**src/rtl/multiword_add_sequencer.sv**
```systemverilog
// Wide adder/subtractor that reuses one CHUNK-bit ripple slice over WIDTH-bit
// operands, one chunk per clock with the LSB chunk first, behind valid/ready handshakes.
module multiword_add_sequencer #(
    parameter int WIDTH = 16,  // must be a positive multiple of CHUNK
    parameter int CHUNK = 4
) (
    input  logic             clk,
    input  logic             rst_n,
    input  logic             in_valid,
    output logic             in_ready,
    input  logic [WIDTH-1:0] a,
    input  logic [WIDTH-1:0] b,
    input  logic             cin,
    input  logic             sub,
    output logic             out_valid,
    input  logic             out_ready,
    output logic [WIDTH-1:0] sum,
    output logic             cout,
    output logic             busy
);

    localparam int NCHUNK = WIDTH / CHUNK;
    localparam int IDX_W  = (NCHUNK > 1) ? $clog2(NCHUNK) : 1;
    localparam logic [IDX_W-1:0] LAST_IDX = IDX_W'(NCHUNK - 1);

    typedef enum logic [1:0] {
        S_IDLE,
        S_RUN,
        S_DONE
    } state_e;

    state_e             state_q, state_d;
    logic [WIDTH-1:0]   a_q, a_d;
    logic [WIDTH-1:0]   b_q, b_d;
    logic [WIDTH-1:0]   sum_q, sum_d;
    logic               carry_q, carry_d;
    logic               cout_q, cout_d;
    logic [IDX_W-1:0]   idx_q, idx_d;
    logic [CHUNK:0]     slice;

    // NOTE: every register, including the operand and result stores, is cleared
    // by the asynchronous reset, so an aborted op never leaks a partial result.
    // NOTE: state registers use non-blocking assignments only. This avoids
    // ordering races between clocked processes.
    always_ff @(posedge clk or negedge rst_n) begin
        if (!rst_n) begin
            state_q <= S_IDLE;
            a_q     <= '0;
            b_q     <= '0;
            sum_q   <= '0;
            carry_q <= 1'b0;
            cout_q  <= 1'b0;
            idx_q   <= '0;
        end else begin
            state_q <= state_d;
            a_q     <= a_d;
            b_q     <= b_d;
            sum_q   <= sum_d;
            carry_q <= carry_d;
            cout_q  <= cout_d;
            idx_q   <= idx_d;
        end
    end

    // NOTE: every next-state value defaults to its current value first, so no
    // path through the case statement can infer a latch.
    always_comb begin
        state_d = state_q;
        a_d     = a_q;
        b_d     = b_q;
        sum_d   = sum_q;
        carry_d = carry_q;
        cout_d  = cout_q;
        idx_d   = idx_q;
        slice   = {1'b0, a_q[idx_q*CHUNK +: CHUNK]}
                + {1'b0, b_q[idx_q*CHUNK +: CHUNK]}
                + {{CHUNK{1'b0}}, carry_q};

        unique case (state_q)
            S_IDLE: begin
                if (in_valid) begin
                    // Subtraction runs as a + ~b + 1, so the slice only ever adds.
                    a_d     = a;
                    b_d     = b ^ {WIDTH{sub}};
                    carry_d = sub | cin;
                    idx_d   = '0;
                    state_d = S_RUN;
                end
            end
            S_RUN: begin
                sum_d[idx_q*CHUNK +: CHUNK] = slice[CHUNK-1:0];
                carry_d = slice[CHUNK];
                idx_d   = idx_q + IDX_W'(1);
                if (idx_q == LAST_IDX) begin
                    cout_d  = slice[CHUNK];
                    state_d = S_DONE;
                end
            end
            S_DONE: begin
                if (out_ready) state_d = S_IDLE;
            end
            default: state_d = S_IDLE;
        endcase
    end

    always_comb begin
        in_ready  = (state_q == S_IDLE) && rst_n;
        out_valid = (state_q == S_DONE);
        busy      = (state_q != S_IDLE);
        sum       = sum_q;
        cout      = cout_q;
    end

endmodule

```
**config.mk**
```make
export PLATFORM = sky130hd
export DESIGN_NAME = multiword_add_sequencer
export DESIGN_NICKNAME = d
export VERILOG_FILES = /design/src/rtl/multiword_add_sequencer.sv
export SDC_FILE = /design/constraint.sdc
export NUM_CORES = 1
export LEC_CHECK = 0
export ABC_AREA = 1
export BUFFER_PORTS_ARGS = -buffer_cell sky130_fd_sc_hd__buf_2
export CAP_MARGIN = 20
export CORE_UTILIZATION = 56
export CTS_BUF_LIST = sky130_fd_sc_hd__clkbuf_8
export CTS_CLUSTER_SIZE = 16
export DETAILED_ROUTE_END_ITERATION = 12
export PLACE_DENSITY = 0.82
export SYNTH_ARGS = -nofsm -noshare
export SYNTH_HDL_FRONTEND = slang
export SYNTH_SLANG_ARGS = --single-unit
```
**constraint.sdc**
```tcl
create_clock -name clk -period 3.4 [get_ports clk]
set_input_delay 0.34 -clock clk [delete_from_list [all_inputs] [get_ports clk]]
set_output_delay 0.34 -clock clk [all_outputs]
set_load 0.05 [all_outputs]
```
==> reports/metrics.csv <==
stage,metric,value,unit
outcome,outcome,finished with violations,
outcome,failing checks,DRC,
route,post-DR wirelength/cell,12.8,µm
route,vias per cell,5.29,
route,Initial DRC Count,104,
finish,post-route cell area,3060,µm²
synth,top-count cell post-synth,nand2_1,
global_route,antenna violations before repair,0,
synth,Yosys cell types,27,
route,total vias in the final route,2184,
clock_network,Root Driver,clkbuf_8,
finish,Final Util,67.8,%
synth,Syn Inst Count,309,
synth,multiplexer share of the synthesized area,0.418,%
power_and_ir_drop,Leak,0.00159,µW
synth,Syn Area/Cell,8.73,µm²
hold_path,worst hold path class,primary input to asynchronous set/reset pin,
worst_setup_path,reg2reg start,idx_q[0],
synth,Yosys warning total,0,
synth,Post-synth EDFFs,0,
global_route,vias in the first global route,2000,
worst_setup_path,worst path arrival time,2.95,ns
power_and_ir_drop,Peak VDD IR,0.372,mV
worst_setup_path,crit path to,cout,
clock_network,clock slew at reported path FFs,0.09,ns
die,DIE AREA,5100,µm²
job,# Max-Cap Violations,0,
timing,clock skew,0.00682,ns
worst_setup_path,CP Class,register to register,
clock_network,total CTS buffers,5,
place,HPWL Detailed,3930,µm
place,Post-Place Cell Area,2980,µm²
timing,RSZ-0062 raised after global routing,no,
die,core area,4500,µm²
global_route,first-pass GRT wire length,8940,µm
timing,slew margin rel.,56.1,%
worst_setup_path,CP Max Fanout,28,
route,Remaining DRCs,4,
place,Port Buf Inserts,57,
finish,proportion of layout cells with a drive suffix above 1,19.9,%
clock_network,CTS tree,done,
die,Initial Util,59.9,%
timing,Worst Tran Pin Value,0.658,ns
clock_network,clk buf depth,2,
synth,Synth Flop Type,dfrtp_1,
finish,# diodes,0,
place,GP Congestion,0.877,
synth,Yosys top cell area share,50.1,%
worst_setup_path,R2R cell count,9,
clock_network,Post-CTS Repair Setup Buffers,0,
synth,Seq cells post-synth,54,
worst_setup_path,startpoint types,register,
global_route,global route total overflow,0,
synth,Synth area leader,dfrtp_1,
timing,final worst-path cycle share,80.8,%
worst_setup_path,crit path from,idx_q[0],
synth,commonest cells in the netlist,"87 x nand2_1, 54 x dfrtp_1, 49 x o21ai_0, 23 x nor2_1, 17 x xnor2_1",
clock_network,hold buffer count at CTS,0,
synth,leading post-synthesis cells by cell area,"dfrtp_1 50%, nand2_1 12%, o21ai_0 9.1%",
route,drt first pass iters,9,
synth,synthesized-area fraction occupied by adder cells,5.66,%
finish,Area growth syn-to-layout,13.3,%
synth,syn_nets,358,
worst_setup_path,critical path endpoint category,register,
timing,"Setup violations, final",0,
synth,largest family of logic cells by synthesized area,simple AND/OR/NAND/NOR gates,
die,row count,24,
route,drt total wl,5300,µm
clock_network,post_cts resized,0,
global_route,largest net degree at the start of global routing,55,
clock_network,worst skew pair latency,0.30,ns
die,Die H,71.4,µm
synth,Synth Area in Compound Gates,13.5,%
worst_setup_path,"reg-to-reg slack, setup",0.65,ns
synth,Post-Synth XOR/XNOR Area,5.52,%
worst_setup_path,"Req. time, crit path",3.60,ns
clock_network,htree depth,2,
timing,Final Hold Fails,0,
finish,Nets,410,
timing,f_max,0.364,GHz
synth,Mapped Area,2700,µm²
synth,Simple-Gate Fraction of Synth Area,18.9,%
die,I/O Pins,58,
die,die width,71.4,µm
power_and_ir_drop,total power,3240,µW
timing,Setup TNS,0,ns
power_and_ir_drop,P per Cell Area,1060,nW/µm²
worst_setup_path,RR Endpoint,cout,
global_route,GR Util All Layers,22.2,%
timing,Final min period,2.75,ns
timing,Final Max Tran Viols,0,
route,"antenna viol nets, final",0,
synth,"Seq/Total Area, Yosys",50.1,%
synth,asr flop ratio synth,100,%
clock_network,Clock Sinks,54,
## critical path: stages, from the launching register on
cell	delay, ns
dfrtp_1	0.33
buf_4	0.26
inv_1	0.30
o21ai_0	0.26
o22ai_1	0.11
fa_1	0.45
fa_1	0.42
a21oi_1	0.16
o21bai_1	0.09
mux2_2	0.26
## placed cells by master, fill, tap and decap left out
master and n:
o211ai_1 1, xnor2_1 17, nand3_1 7, buf_4 2, inv_2 4, nand2_2 1
o31ai_1 4, nor3_1 1, nand2_4 1, nor2_1 23, o21ai_0 49, inv_1 18
buf_2 57, ha_1 9, o22ai_1 8, a21oi_1 1, dfrtp_1 54, nand4_1 3
clkbuf_8 5, nand2_1 87, o21ai_1 4, nor2_8 1, mux2_2 1, fa_1 2
o21bai_1 1
## stage by stage
step | hold WS, ns | instances | worst slack [ns]
floorplan | 0.0444 | 309 | 0.982
detailed placement | 0.464 | 406 | 0.675
global route | 0.217 | 413 | 0.462
global placement | 0.457 | 406 | 0.784
CTS | 0.189 | 413 | 0.660
finish | 0.154 | 413 | 0.651
## logic make-up (layout without fill, tap and decap cells)
family          after synthesis  count (layout)
simple gates                124             124
compound gates               68              68
flops                        54              54
buf+inv                      34              86
xor+xnor                     17              17
fa+ha+maj                    11              11
mux                           1               1
## per-layer routing
layer	vias up	global-route usage (%)	wire [µm]
met1	1030	28.2	2410
met5	-	0	0
met3	6	4.50	155
li1	1106	-	-
met2	42	39.3	2690
met4	0	5.33	46
## sequential cells by signal, summed over array words and instances, names as in the netlist
name,cells
a_q,16
b_q,16
cout,1
carry_q,1
idx_q,2
state_q,2
sum,16
## worst min path at each step
stage,endpoint,slack [ns],from,cells past startpoint
after detailed placement,a_q[7],0.46,a_q[7],2
after global routing,state_q[1],0.22,out_ready,2
after floorplan,a_q[0],0.04,rst_n,0
after global placement,a_q[7],0.46,a_q[7],2
after CTS,sum[5],0.19,rst_n,2
final,state_q[1],0.15,rst_n,2
## cell type report
class,instances,area [µm²]
multi-input combinational,221,1190
tap,52,65.1
fill,388,1450
inverter,20,75.1
sequential,54,1350
timing repair buffer,59,300
clock inverter,2,7.51
clock buffer,5,68.8
## power by group
| part | switching [µW] | internal [µW] |
|---|---|---|
| logic | 1240 | 564 |
| clock network | 190 | 136 |
| registers | 179 | 925 |
| total | 1610 | 1620 |
No activity file was read; power rests on OpenSTA's default activity.
